[src/rtl/ptb_axi4_lite_regbank_pkg.sv]
// Shared types and constants for the AXI4-Lite register bank: response codes,
// write/read FSM encodings, address-region tags and word-offset helpers.
package ptb_axi4_lite_regbank_pkg;

    localparam int ADDR_W     = 32;
    localparam int DATA_W     = 32;
    localparam int STRB_W     = DATA_W / 8;
    localparam int WORD_SHIFT = 2;                    // byte address -> word offset
    localparam int OFFSET_W   = ADDR_W - WORD_SHIFT;

    localparam logic [1:0] RESP_OKAY   = 2'b00;
    localparam logic [1:0] RESP_SLVERR = 2'b10;

    typedef enum logic [1:0] {
        WIDLE    = 2'd0,
        WHAVE_AW = 2'd1,
        WHAVE_W  = 2'd2,
        WRESP    = 2'd3
    } wstate_e;

    typedef enum logic {
        RIDLE = 1'b0,
        RDATA = 1'b1
    } rstate_e;

    typedef enum logic [1:0] {
        REGION_IN   = 2'd0,
        REGION_CTRL = 2'd1,
        REGION_STAT = 2'd2
    } region_e;

    // Index width able to address n entries, never narrower than one bit.
    function automatic int idx_bits(input int n);
        return (n <= 2) ? 1 : $clog2(n);
    endfunction

    // Expand byte strobes into a per-bit write mask.
    function automatic logic [DATA_W-1:0] strb_mask(input logic [STRB_W-1:0] strb);
        logic [DATA_W-1:0] m;
        m = '0;
        for (int b = 0; b < STRB_W; b++) begin
            m[b*8 +: 8] = {8{strb[b]}};
        end
        return m;
    endfunction

endpackage

[src/rtl/ptb_axi4_lite_regbank_decode.sv]
// Combinational address decoder: maps a byte address onto the register window
// as {region, index within region, decode error}.
module ptb_axi_lite_decode
    import ptb_axi4_lite_regbank_pkg::*;
#(
    parameter logic [ADDR_W-1:0] BASE_ADDR = 32'h7C80_0000,
    parameter int                N_IN      = 3,
    parameter int                N_OUT     = 2,
    parameter int                IDX_W     = 2
) (
    input  logic [ADDR_W-1:0] addr,
    output region_e           region,
    output logic [IDX_W-1:0]  index,
    output logic              err
);

    localparam logic [OFFSET_W-1:0] CTRL_OFF = OFFSET_W'(N_IN);
    localparam logic [OFFSET_W-1:0] STAT_OFF = OFFSET_W'(N_IN + 1);
    localparam logic [OFFSET_W-1:0] END_OFF  = OFFSET_W'(N_IN + 1 + N_OUT);

    logic [ADDR_W-1:0]   rel_addr;
    logic [OFFSET_W-1:0] offset;

    assign rel_addr = addr - BASE_ADDR;
    assign offset   = OFFSET_W'(rel_addr >> WORD_SHIFT);

    // Classify the word offset; anything outside the window or misaligned is an error.
    always_comb begin
        region = REGION_IN;
        index  = '0;
        err    = 1'b0;
        if ((addr < BASE_ADDR) || (addr[WORD_SHIFT-1:0] != '0) || (offset >= END_OFF)) begin
            err = 1'b1;
        end else if (offset < CTRL_OFF) begin
            index = IDX_W'(offset);
        end else if (offset == CTRL_OFF) begin
            region = REGION_CTRL;
        end else begin
            region = REGION_STAT;
            index  = IDX_W'(offset - STAT_OFF);
        end
    end

endmodule

[src/rtl/ptb_axi4_lite_regbank.sv]
// AXI4-Lite register bank: writable core-input registers, a write-only CTRL
// word that produces a start pulse, and read-only core status fields.
module ptb_axi4_lite_regbank
    import ptb_axi4_lite_regbank_pkg::*;
#(
    parameter logic [31:0] BASE_ADDR  = 32'h7C80_0000,
    parameter int          N_IN       = 3,
    parameter int          IN_W       = 5,
    parameter int          N_OUT      = 2,
    parameter int          OUT_W      = 4,
    parameter int          OUT_SIGNED = 1
) (
    input  logic                                      S_AXI_ACLK,
    input  logic                                      S_AXI_ARESET,
    input  logic [31:0]                               S_AXI_AWADDR,
    input  logic                                      S_AXI_AWVALID,
    output logic                                      S_AXI_AWREADY,
    input  logic [31:0]                               S_AXI_WDATA,
    input  logic [3:0]                                S_AXI_WSTRB,
    input  logic                                      S_AXI_WVALID,
    output logic                                      S_AXI_WREADY,
    output logic [1:0]                                S_AXI_BRESP,
    output logic                                      S_AXI_BVALID,
    input  logic                                      S_AXI_BREADY,
    input  logic [31:0]                               S_AXI_ARADDR,
    input  logic                                      S_AXI_ARVALID,
    output logic                                      S_AXI_ARREADY,
    output logic [31:0]                               S_AXI_RDATA,
    output logic [1:0]                                S_AXI_RRESP,
    output logic                                      S_AXI_RVALID,
    input  logic                                      S_AXI_RREADY,
    output logic [N_IN*IN_W-1:0]                      o_core_data,
    output logic                                      o_core_wr_en,
    output logic [((N_IN > 1) ? $clog2(N_IN) : 1)-1:0] o_core_wr_idx,
    output logic                                      o_core_start,
    input  logic [N_OUT*OUT_W-1:0]                    i_core_status
);

    localparam int WR_IDX_W = (N_IN > 1) ? $clog2(N_IN) : 1;
    localparam int IDX_W    = idx_bits((N_IN > N_OUT) ? N_IN : N_OUT);
    localparam int IDX_N    = 1 << IDX_W;

    // ---------------- write path signals ----------------
    wstate_e             wstate_reg, wstate_next;
    logic                awready_reg, wready_reg, bvalid_reg;
    logic [1:0]          bresp_reg;
    logic [31:0]         awaddr_reg, wdata_reg;
    logic [3:0]          wstrb_reg;
    logic                aw_hs, w_hs, w_commit;
    logic [31:0]         w_addr, w_data, w_mask;
    logic [3:0]          w_strb;
    region_e             w_region;
    logic [IDX_W-1:0]    w_index;
    logic                w_err, w_ok, w_to_in;
    logic                core_wr_en_reg, core_start_reg;
    logic [WR_IDX_W-1:0] core_wr_idx_reg;
    logic                unused_ok;

    // ---------------- read path signals ----------------
    rstate_e             rstate_reg, rstate_next;
    logic                arready_reg, rvalid_reg;
    logic [31:0]         rdata_reg, rd_word;
    logic [1:0]          rresp_reg, rd_resp;
    region_e             r_region;
    logic [IDX_W-1:0]    r_index;
    logic                r_err, ar_hs;
    logic [31:0]         in_word   [IDX_N];
    logic [31:0]         stat_word [IDX_N];

    assign aw_hs = S_AXI_AWVALID && awready_reg;
    assign w_hs  = S_AXI_WVALID && wready_reg;
    assign ar_hs = S_AXI_ARVALID && arready_reg;

    // The committing beat may come from a held channel or from the live bus.
    assign w_addr = (wstate_reg == WHAVE_AW) ? awaddr_reg : S_AXI_AWADDR;
    assign w_data = (wstate_reg == WHAVE_W)  ? wdata_reg  : S_AXI_WDATA;
    assign w_strb = (wstate_reg == WHAVE_W)  ? wstrb_reg  : S_AXI_WSTRB;
    assign w_mask = strb_mask(w_strb);

    assign w_commit = (wstate_next == WRESP) && (wstate_reg != WRESP);
    assign w_ok     = !w_err && (w_region != REGION_STAT);
    assign w_to_in  = w_commit && !w_err && (w_region == REGION_IN);

    // Only the low IN_W data bits feed the registers; the rest is ignored by design.
    assign unused_ok = ^{w_data, w_mask};

    ptb_axi_lite_decode #(
        .BASE_ADDR (BASE_ADDR),
        .N_IN      (N_IN),
        .N_OUT     (N_OUT),
        .IDX_W     (IDX_W)
    ) u_wr_decode (
        .addr   (w_addr),
        .region (w_region),
        .index  (w_index),
        .err    (w_err)
    );

    ptb_axi_lite_decode #(
        .BASE_ADDR (BASE_ADDR),
        .N_IN      (N_IN),
        .N_OUT     (N_OUT),
        .IDX_W     (IDX_W)
    ) u_rd_decode (
        .addr   (S_AXI_ARADDR),
        .region (r_region),
        .index  (r_index),
        .err    (r_err)
    );

    // Input registers, one per generate slot; unused slots read back as zero.
    genvar gi;
    for (gi = 0; gi < IDX_N; gi++) begin : g_in
        if (gi < N_IN) begin : g_reg
            logic [IN_W-1:0] val_reg;
            // Byte-wise merge of the committed write into this register.
            always_ff @(posedge S_AXI_ACLK) begin
                if (S_AXI_ARESET) begin
                    val_reg <= '0;
                end else if (w_to_in && (w_index == IDX_W'(gi))) begin
                    val_reg <= (val_reg & ~w_mask[IN_W-1:0]) | (w_data[IN_W-1:0] & w_mask[IN_W-1:0]);
                end
            end
            assign o_core_data[gi*IN_W +: IN_W] = val_reg;
            assign in_word[gi] = 32'(val_reg);
        end else begin : g_pad
            assign in_word[gi] = '0;
        end
    end

    // Status fields extended to a full bus word, signed or unsigned.
    for (gi = 0; gi < IDX_N; gi++) begin : g_stat
        if (gi < N_OUT) begin : g_field
            logic [OUT_W-1:0] field;
            assign field = i_core_status[gi*OUT_W +: OUT_W];
            assign stat_word[gi] = (OUT_SIGNED != 0) ? 32'(signed'(field)) : 32'(field);
        end else begin : g_pad
            assign stat_word[gi] = '0;
        end
    end

    // Write FSM next state: AW and W collected in either order, then respond.
    always_comb begin
        wstate_next = wstate_reg;
        unique case (wstate_reg)
            WIDLE: begin
                if (aw_hs && w_hs) wstate_next = WRESP;
                else if (aw_hs)    wstate_next = WHAVE_AW;
                else if (w_hs)     wstate_next = WHAVE_W;
            end
            WHAVE_AW: if (w_hs)         wstate_next = WRESP;
            WHAVE_W:  if (aw_hs)        wstate_next = WRESP;
            WRESP:    if (S_AXI_BREADY) wstate_next = WIDLE;
            default:                    wstate_next = WIDLE;
        endcase
    end

    // Write state, channel holding registers, response and core-side pulses.
    always_ff @(posedge S_AXI_ACLK) begin
        if (S_AXI_ARESET) begin
            wstate_reg      <= WIDLE;
            awready_reg     <= 1'b0;
            wready_reg      <= 1'b0;
            bvalid_reg      <= 1'b0;
            bresp_reg       <= RESP_OKAY;
            awaddr_reg      <= '0;
            wdata_reg       <= '0;
            wstrb_reg       <= '0;
            core_wr_en_reg  <= 1'b0;
            core_wr_idx_reg <= '0;
            core_start_reg  <= 1'b0;
        end else begin
            wstate_reg  <= wstate_next;
            awready_reg <= (wstate_next == WIDLE) || (wstate_next == WHAVE_W);
            wready_reg  <= (wstate_next == WIDLE) || (wstate_next == WHAVE_AW);
            bvalid_reg  <= (wstate_next == WRESP);
            if (aw_hs) awaddr_reg <= S_AXI_AWADDR;
            if (w_hs) begin
                wdata_reg <= S_AXI_WDATA;
                wstrb_reg <= S_AXI_WSTRB;
            end
            if (w_commit) bresp_reg <= w_ok ? RESP_OKAY : RESP_SLVERR;
            core_wr_en_reg <= w_to_in;
            if (w_to_in) core_wr_idx_reg <= WR_IDX_W'(w_index);
            core_start_reg <= w_commit && !w_err && (w_region == REGION_CTRL)
                              && w_strb[0] && w_data[0];
        end
    end

    // Read data selection at the AR handshake.
    always_comb begin
        rd_word = '0;
        rd_resp = RESP_OKAY;
        if (r_err) begin
            rd_resp = RESP_SLVERR;
        end else begin
            unique case (r_region)
                REGION_IN:   rd_word = in_word[r_index];
                REGION_STAT: rd_word = stat_word[r_index];
                default:     rd_word = '0;
            endcase
        end
    end

    // Read FSM next state: one outstanding read at a time.
    always_comb begin
        rstate_next = rstate_reg;
        unique case (rstate_reg)
            RIDLE:   if (ar_hs)        rstate_next = RDATA;
            RDATA:   if (S_AXI_RREADY) rstate_next = RIDLE;
            default:                   rstate_next = RIDLE;
        endcase
    end

    // Read state and registered response, held until RREADY.
    always_ff @(posedge S_AXI_ACLK) begin
        if (S_AXI_ARESET) begin
            rstate_reg  <= RIDLE;
            arready_reg <= 1'b0;
            rvalid_reg  <= 1'b0;
            rdata_reg   <= '0;
            rresp_reg   <= RESP_OKAY;
        end else begin
            rstate_reg  <= rstate_next;
            arready_reg <= (rstate_next == RIDLE);
            rvalid_reg  <= (rstate_next == RDATA);
            if (ar_hs) begin
                rdata_reg <= rd_word;
                rresp_reg <= rd_resp;
            end
        end
    end

    assign S_AXI_AWREADY = awready_reg;
    assign S_AXI_WREADY  = wready_reg;
    assign S_AXI_BVALID  = bvalid_reg;
    assign S_AXI_BRESP   = bresp_reg;
    assign S_AXI_ARREADY = arready_reg;
    assign S_AXI_RVALID  = rvalid_reg;
    assign S_AXI_RDATA   = rdata_reg;
    assign S_AXI_RRESP   = rresp_reg;
    assign o_core_wr_en  = core_wr_en_reg;
    assign o_core_wr_idx = core_wr_idx_reg;
    assign o_core_start  = core_start_reg;

endmodule

[config.mk]
export PLATFORM = sky130hd
export DESIGN_NAME = ptb_axi4_lite_regbank
export DESIGN_NICKNAME = d
export VERILOG_FILES = /design/src/rtl/ptb_axi4_lite_regbank_pkg.sv /design/src/rtl/ptb_axi4_lite_regbank_decode.sv /design/src/rtl/ptb_axi4_lite_regbank.sv
export SDC_FILE = /design/constraint.sdc
export NUM_CORES = 1
export LEC_CHECK = 0
export ABC_AREA = 1
export ABC_CLOCK_PERIOD_IN_PS = 5200
export CAP_MARGIN = 15
export CORE_ASPECT_RATIO = 0.9
export CORE_UTILIZATION = 47
export DETAILED_ROUTE_END_ITERATION = 10
export PLACE_DENSITY = 0.95
export SLEW_MARGIN = 25
export SYNTH_ARGS = -nofsm -noshare
export SYNTH_HDL_FRONTEND = slang
export SYNTH_SLANG_ARGS = --single-unit
[constraint.sdc]
create_clock -name S_AXI_ACLK -period 5.2 [get_ports S_AXI_ACLK]
set_input_delay 1.04 -clock S_AXI_ACLK [delete_from_list [all_inputs] [get_ports S_AXI_ACLK]]
set_output_delay 1.04 -clock S_AXI_ACLK [all_outputs]
set_load 0.02 [all_outputs]
== Word level (Yosys, flattened, before mapping) ==
Index checks and enable logic that the tools add are counted.

* Word-level logic and storage cells: 119
* Output and inout port bits: 60
* Bits of input ports: 115
* Flip-flop bits (word level): 100

* Add/sub/neg operators: 4
* Multiplexer cells: 37
* Equality and inequality tests: 14
* Bitwise gates (word level): 11
* Order comparisons: 7
* Reduce and logical (&&, ||, !) cells: 28

{| class="wikitable"
|+ Operators with widths
! cell !! number
|-
| 32-bit 2-to-1 mux || 6
|-
| 32-bit binary-select mux with 2-bit select || 2
|-
| 32-bit by 31-bit < comparator with 1-bit output, second input constant || 2
|-
| 32-bit one-hot mux with 2 select lines || 1
|-
| 32-bit by 31-bit subtractor with 32-bit output, second input constant || 2
|-
| 30-bit by 2-bit equality test with 1-bit output, second input constant || 2
|-
| 30-bit by 3-bit >= comparator with 1-bit output, second input constant || 2
|-
| 30-bit by 2-bit < comparator with 1-bit output, second input constant || 2
|-
| 2-bit 2-to-1 mux || 20
|-
| 5-bit bitwise AND || 4
|-
| 5-bit OR || 3
|-
| 1-bit logical AND || 14
|-
| 2-bit equality test, second input constant || 6
|-
| 2-bit logical NOT || 5
|-
| 2-bit by 1-bit equality test with 1-bit output, second input constant || 4
|-
| 2-bit one-hot mux with 4 select lines || 1
|-
| 1-bit logical OR || 6
|-
| 1-bit 2-to-1 mux || 5
|-
| 5-bit 2-to-1 mux || 1
|-
| 5-bit inverter || 1
|-
| 2-bit inequality test, second input constant || 2
|-
| 2-bit nonzero test || 2
|-
| 2-bit by 1-bit subtractor with 2-bit output, second input constant || 2
|-
| 3-bit >= comparator, second input constant || 1
|-
| other kinds (4) || 5
|}

== Longest topological paths before layout ==
Gate-level depths: netlist (run 1).

* Depth in word-level cells: 11
* Mapped depth: 20
* Gate-level depth less buffers: 19

== Modules after synthesis ==
From an unflattened synthesis (run 1), not the netlist that was laid out.

* Cells, all modules: 637
* Area total of the unflattened synthesis: 4,433.0 um^2

{| class="wikitable"
|+ By module, submodules not included
! module !! instances !! area an instance (um^2) !! cells an instance !! seq. area each (um^2)
|-
| ptb_axi4_lite_regbank || 1 || 3,667.3 || 465 || 1,441.4
|-
| ptb_axi_lite_decode || 2 || 382.9 || 86 || 0.0
|}

== Least setup slack after synthesis (run 1) ==
No wires, ideal clock.

* Path kind: in2reg
* From: input port S_AXI_AWADDR[24]
* To: register with a tool-made name
* Stages on the path: 17
* Arrival time: 2.677 ns
* Library setup time: 0.113 ns
* Required time: 5.087 ns
* Setup slack: 2.410 ns
* Path buffers: 0
* Cell sequence: inv_1 nand2_1 nand2_1 ha_1 nand2_1 nor2_1 nand2_1 nor2_1 nand3_1 nor2_1 nand3_2 nor2_4 nand3b_2 nor2_4 nand3_1 nand2_1 nor2_1

{| class="wikitable"
|+ RTL lines
! what !! RTL line !! text
|-
| from (decl) || ptb_axi4_lite_regbank.sv:15 || <nowiki>input logic [31:0] S_AXI_AWADDR,</nowiki>
|}

== Worst setup path in the final report (run 1) ==
* From: input port S_AXI_ARADDR[23]
* To: register rdata_reg[3], in the netlist S_AXI_RDATA[3]

* Cells in the longest elaborated chain, start to end: 11
* Elaborated cells on any way between the ends: 25
* Those cells by class: add/sub (1); order compare (3); eq/ne (2); mux (15); bitwise (1); reduce/logical (3)

{| class="wikitable"
|+ RTL lines
! what !! RTL line !! text
|-
| from (decl) || ptb_axi4_lite_regbank.sv:25 || <nowiki>input logic [31:0] S_AXI_ARADDR,</nowiki>
|-
| branches (longest 10 deep; another with 32-bit by 31-bit subtractor with 32-bit output) || - ||
|-
| 32-bit 2-to-1 mux * || ptb_axi4_lite_regbank.sv:194 || <nowiki>if (r_err) begin</nowiki>
|-
| to (signal assigned) || ptb_axi4_lite_regbank.sv:228 || <nowiki>rdata_reg <= rd_word;</nowiki>
|-
| to (decl) || ptb_axi4_lite_regbank.sv:62 || <nowiki>logic [31:0] rdata_reg, rd_word;</nowiki>
|}

Mark *: on every way between the ends. The select of a mux whose other input is x is not followed.
A chain may end at the register's enable or synchronous reset.

==> summary.md, run 1 <==
| Metric | Value |
|---|---|
| Num ports | `175` |
| Multi-input logic area | `2310 sq um` |
| Synthesized area | `4240 sq um` |
| Worst skew pair latency | `350 ps` |
| Post-cts resize count | `0` |
| DIE AREA | `9410 sq um` |
| RSZ-0062 raised after global routing | `no` |
| Num CTS Buffers | `9` |
| Worst-path clk slew | `70 ps` |
| Final setup violation count | `0` |
| Routed len/inst | `12.5 um` |
| Nets@finish | `896` |
| Max Fanout on Critical Path | `18` |
| First-pass GRT wire length | `18.2 mm` |
| Pre-CTS setup slack | `1370 ps` |
| Commonest non-fill, non-tap cell in the layout | `nand2_1` |
| Grt ovf | `0` |
| Status | `complete, no violations` |
| RePlAce Congestion | `0.889` |
| Hold Crit Start | `wstrb_reg[0]$_SDFFE_PP0P_` |
| Endpoint class of the critical path | `flip-flop` |
| VDD IR max | `0.000122 V` |
| Final worst path period share | `67.4%` |
| Post-DP HPWL | `8.42 mm` |
| Most used flip-flop cell after synthesis | `dfxtp_1` |
| Sequential cell area | `1440 sq um` |
| Area of the core | `8650 sq um` |
| Most frequent cells in the layout | `nand2_1 (161), clkdlybuf4s50_1 (142), nor2_1 (133), dfxtp_1 (72), nand3_1 (56)` |
| Static leakage | `2.47 nW` |
| Ant diodes | `0` |
| Sink Count | `72` |
| Die Span Y | `92.2 um` |
| Slack of the worst reg-to-reg path | `2080 ps` |
| Clock buffer depth | `2` |
| Cts hold-fix bufs | `0` |
| Die X | `102 um` |
| Type of the tightest min-delay check | `flip-flop to flip-flop` |
| Number of post-CTS setup repair buffers | `0` |
| Hold path cells | `2` |
| Antenna viol nets, final | `0` |
| Number of synthesized flops with an enable pin | `0` |
| GRT met3 Usage | `3.89%` |
| Port bufs | `142` |
| Peak Freq | `0.285 GHz` |
| Sequential cell area fraction in the yosys report | `34.0%` |
| Clock Skew | `9.07 ps` |
| Pwr/cell area | `234 nW/um^2` |
| Ys async rst share | `0%` |
| GRT Total Usage | `24.4%` |
| Slew headroom | `42.3%` |
| CP Data Required Time | `5460 ps` |
| Final hold vios | `0` |
| Worst hold endpoint | `wstrb_reg[0]$_SDFFE_PP0P_` |
| Total Power | `1.35 mW` |
| H-tree depth | `3` |
| Met2 usage | `39.9%` |
| Largest net degree at the start of global routing | `37` |
| CP Launch Type | `input port` |
| Final setup TNS | `0 ps` |
| Arrival time at the worst endpoint | `3770 ps` |
| WS Path Type | `input port to flip-flop` |
| Final setup margin | `1690 ps` |
| Syn avg cell area | `6.35 sq um` |
| Area growth syn-to-layout | `35.3%` |
| Worst-Margin Slew | `865 ps` |
| Yosys reg bits | `72` |
| Synth unique cells | `41` |
| DRC errors left | `0` |
| Via Count | `4520` |
| GRT met1 Usage | `31.4%` |
| CTS tree | `yes` |
| Period minus WS final | `3510 ps` |
| R2R cell count | `18` |
| Initial antenna violation count | `0` |
| Max-cap viol count | `0` |
| 1st-pass router iterations | `5` |
| Vias per inst | `5.01` |
| Number of fill cells in the layout | `760` |
| Initial Utilization | `49.1%` |
| Placement Rows | `32` |
| Busiest layer in global routing | `met2` |
| Vias in the first global route | `4086` |
| Yosys Warn Count | `0` |
| 1st-iter DRT viols | `300` |
| CTS root buffer | `clkbuf_8` |
| Pins Over Slew Limit | `0` |
| Syn Inst Count | `668` |
| Total wire length | `11.3 mm` |
| Worst reg2reg startpoint | `wstate_reg[0]$_SDFF_PP0_` |
| Ratio of cells with drive above 1 in the final layout | `5.99%` |
[routing by layer]
| layer | part of all wire [%] | vias to the layer above |
|---|---|---|
| met5 | 0 | - |
| met4 | 2.5 | 0 |
| met3 | 6.2 | 25 |
| met2 | 47 | 143 |
| met1 | 45 | 2012 |
| li1 | - | 2340 |
[worst max-delay path, cell delays in order]
cell	delay [ps]
clkdlybuf4s50_1	470
inv_1	70
nand3_1	150
inv_1	60
nor2_1	180
nand3_1	140
nand2_1	90
nand3_1	90
nor2_2	520
nand2_1	360
nand2_1	130
nand3_1	80
nand2_1	70
nand2_1	60
nand2_1	70
nand2_1	50
a21oi_1	120
[how the worst max path moves through the flow]
| stage | start | end |
|---|---|---|
| finish | S_AXI_ARADDR[23] | S_AXI_RDATA[3]$_SDFFE_PP0P_ |
| global route | S_AXI_ARADDR[23] | S_AXI_RDATA[3]$_SDFFE_PP0P_ |
| CTS | S_AXI_ARADDR[23] | S_AXI_RDATA[3]$_SDFFE_PP0P_ |
| detailed placement | S_AXI_ARADDR[23] | S_AXI_RDATA[3]$_SDFFE_PP0P_ |
| global placement | S_AXI_ARADDR[23] | S_AXI_RDATA[3]$_SDFFE_PP0P_ |
| floorplan | S_AXI_AWADDR[24] | flip-flop |
[logic make-up after synthesis]
| kind of cell | synth area share, % |
|---|---|
| AND/OR/NAND/NOR | 41.5 |
| buffers and inverters | 11.8 |
| AO/OA/AOI/OAI | 10.2 |
| flip-flops | 34.0 |
| multiplexers | 1.18 |
| XOR/XNOR | 0.619 |
| adder cells (fa/ha/maj) | 0.590 |
| other | 0.0884 |
[power by group]
group / switching (mW) / internal [mW]
Clock: 0.218 / 0.223
Combinational: 0.164 / 0.142
Sequential: 0.0192 / 0.579
[cells in the mapped netlist (2+ instances only)]
master	n	area share, %
a21oi_1	25	2.9
buf_4	31	5.5
clkbuf_1	12	1.1
dfxtp_1	72	34
ha_1	2	0.59
inv_1	50	4.4
inv_2	3	0.27
mux2i_1	5	1.2
nand2_1	161	14
nand2_2	5	0.74
nand3_1	56	6.6
nand3b_1	10	1.8
nand4_1	7	1.0
nor2_1	133	12
nor2_2	4	0.59
nor2_4	6	1.6
nor3_1	7	0.83
o21ai_0	51	6.0
or2_2	5	0.74
xor2_1	2	0.41
[area by class of cell]
type / instances / area share, %
tap: 119 / 2.59
sequential: 72 / 25.1
clock buffer: 10 / 2.22
timing repair buffer: 145 / 25.2
clock inverter: 6 / 1.22
inverter: 54 / 3.53
multi-input combinational: 497 / 40.2
[metrics by stage]
stage / hold slack (ps) / instance area [sq um] / std cells / util [%]
floorplan: 425 / 4250 / 669 / -
global placement: 433 / 5540 / 887 / 64.1
global route: 482 / 5740 / 903 / 66.4
CTS: 463 / 5740 / 903 / 66.4
detailed placement: 445 / 5540 / 887 / 64.1
finish: 460 / 5740 / 903 / 66.4
Note: power is estimated with default switching activity, not from simulation.
==> inputs of run 2 (changes only) <==
ABC_CLOCK_PERIOD_IN_PS = 3500   (was 5200)
CORE_UTILIZATION = 44   (was 47)
PLACE_DENSITY = 0.91   (was 0.95)
clock period = 3.5 ns   (was 5.2 ns; I/O delays follow)
==> run 2 against run 1 <==
  * Non-clock buffer count up 3
  * Global-route usage shrank 2.4 points
  * Register-to-register slack worse by 1500 ps
  * Power is 48% higher
  * Cell area increased by 0.63%
  * First-iteration DRC count shrank 19%
  * Clock skew increased by 1.8 ps
  * Hold slack got worse by 1.1 ps
==> summary.md, run 2 (synthesis gave the netlist of run 1 again) <==
| Metric | Value |
|---|---|
| Initial Utilization | `45.9% (-3.2 points)` |
| Worst-Margin Slew | `805 ps (-59.8 ps)` |
| Post-Place Cell Area | `5580 sq um (+0.70%)` |
| WS Path Type | `input port to flip-flop` |
| Routed len/inst | `12.3 um (-1.8%)` |
| Endpoint class of the critical path | `flip-flop` |
| Arrival time at the worst endpoint | `3220 ps (-550 ps)` |
| DIE AREA | `10000 sq um (+6.7%)` |
| Worst skew pair latency | `330 ps (-20 ps)` |
| CP Launch Type | `input port` |
| Slew headroom | `46.3% (+4.0 points)` |
| Largest net degree at the start of global routing | `49 (+32%)` |
| Number of post-CTS setup repair buffers | `0 (unchanged)` |
| Num ports | `175 (unchanged)` |
| RSZ-0062 raised after global routing | `no` |
| Pins Over Slew Limit | `0 (unchanged)` |
| Initial antenna violation count | `0 (unchanged)` |
| Clock Skew | `10.9 ps (+1.80 ps)` |
| RePlAce Congestion | `0.898 (+0.94%)` |
| Post-DP HPWL | `8.44 mm (+0.18%)` |
| Nets@finish | `899 (+0.33%)` |
| CP Data Required Time | `3730 ps (-1730 ps)` |
| Ant diodes | `0 (unchanged)` |
| Final worst path period share | `85.5%` |
| Vias in the first global route | `3909 (-4.3%)` |
| Slack of the worst reg-to-reg path | `570 ps (-1510 ps)` |
| Static leakage | `2.49 nW (+0.93%)` |
| Total wire length | `11.1 mm (-1.3%)` |
| First-pass GRT wire length | `17.8 mm (-2.3%)` |
| Pwr/cell area | `345 nW/um^2 (+47%)` |
| Area of the core | `9250 sq um (+6.9%)` |
| CTS tree | `yes` |
| Max Fanout on Critical Path | `10 (-8)` |
| Status | `complete, no violations` |
| Final Cell Area | `5780 sq um (+0.63%)` |
| Via Count | `4454 (-1.5%)` |
| Worst-path clk slew | `80 ps (about the same)` |
| CTS root buffer | `clkbuf_8` |
| Commonest non-fill, non-tap cell in the layout | `nand2_1` |
| Antenna viol nets, final | `0 (unchanged)` |
| Max-cap viol count | `0 (unchanged)` |
| H-tree depth | `3 (unchanged)` |
| Die X | `106 um (+3.3%)` |
| Multi-input logic area | `2310 sq um (unchanged)` |
| Post-cts resize count | `0 (unchanged)` |
| Sequential cell area | `1440 sq um (unchanged)` |
| Most frequent cells in the layout | `nand2_1 (161), clkdlybuf4s50_1 (142), nor2_1 (133), dfxtp_1 (72), nand3_1 (56)` |
| Period minus WS final | `2990 ps` |
| Die Span Y | `95.2 um (+3.3%)` |
| Clock buffer depth | `2 (unchanged)` |
| Cts hold-fix bufs | `0 (unchanged)` |
| Area growth syn-to-layout | `36.1%` |
| DRC errors left | `0 (unchanged)` |
| Num CTS Buffers | `9 (unchanged)` |
| Port bufs | `142 (unchanged)` |
| Sink Count | `72 (unchanged)` |
| Ratio of cells with drive above 1 in the final layout | `6.36% (+0.37 points)` |
| Placement Rows | `33 (+3.1%)` |
| Final hold vios | `0 (unchanged)` |
| Number of fill cells in the layout | `838 (+10%)` |
| VDD IR max | `0.000220 V (+80%)` |
| Vias per inst | `4.91 (-2.0%)` |
| Peak Freq | `0.334 GHz` |
| Final setup TNS | `0 ps (unchanged)` |
| Final setup violation count | `0 (unchanged)` |
| Grt ovf | `0 (unchanged)` |
| GRT Total Usage | `22.0% (-2.4 points)` |
| 1st-pass router iterations | `5 (unchanged)` |
| 1st-iter DRT viols | `244 (-19%)` |
| Type of the tightest min-delay check | `flip-flop to flip-flop` |
## run 2: critical path, cell delays in order
cell	delay (ps)
clkdlybuf4s50_1	530
inv_1	60
nand2_1	60
nand2_1	100
ha_1	290
nand2_1	50
nor2_1	80
nand2_1	80
nor2_1	130
nand3_1	80
nor2_1	130
nand3_2	100
nor2_4	180
nand3b_2	170
nor2_4	250
nand3_1	90
nand2_1	80
nor2_1	40
## run 2: power by group
part	leakage [nW]	total, mW	internal (mW)	switching, mW
Sequential	0.588	0.888	0.860	0.0278
Clock	0.0915	0.646	0.329	0.317
Combinational	1.81	0.457	0.215	0.242
Total	2.49	1.99	1.40	0.587
## run 2: final cells by class
cell class              instances  share of cell area (%)
multi-input cells             497                    39.9
well taps                     122                    2.64
repair buffers                148                    25.6
clock buffers                   9                    2.14
inverters                      54                    3.51
clock inverters                 6                    1.23
flip-flops and latches         72                    25.0
## run 2: through the flow
stage / power, mW / util, % / setup WS, ps / std cells / hold WS, ps
floorplan: 1.18 / - / 1050 / 669 / 425
global placement: 1.35 / 60.3 / 273 / 893 / 433
detailed placement: 1.36 / 60.3 / 208 / 893 / 438
CTS: 2.00 / 62.5 / 556 / 908 / 462
global route: 2.09 / 62.5 / 301 / 908 / 474
finish: 1.99 / 62.5 / 506 / 908 / 459
## run 2: worst paths after layout
kind | from | end | cells after the start
max | S_AXI_AWADDR[23] | flip-flop | 18
max reg2reg | wstate_reg[0]$_SDFF_PP0_ | flip-flop | 17
min reg2reg | awaddr_reg[22]$_SDFFE_PP0P_ | awaddr_reg[22]$_SDFFE_PP0P_ | 2
min | awaddr_reg[22]$_SDFFE_PP0P_ | awaddr_reg[22]$_SDFFE_PP0P_ | 2
## run 2: per-layer routing
layer / share of wire [%] / up-vias / track usage (%)
li1: - / 2343 / -
met1: 46 / 1969 / 28.5
met2: 47 / 128 / 36.8
met5: 0 / - / 0
met4: 1.7 / 0 / 7.18
met3: 5.5 / 14 / 4.65
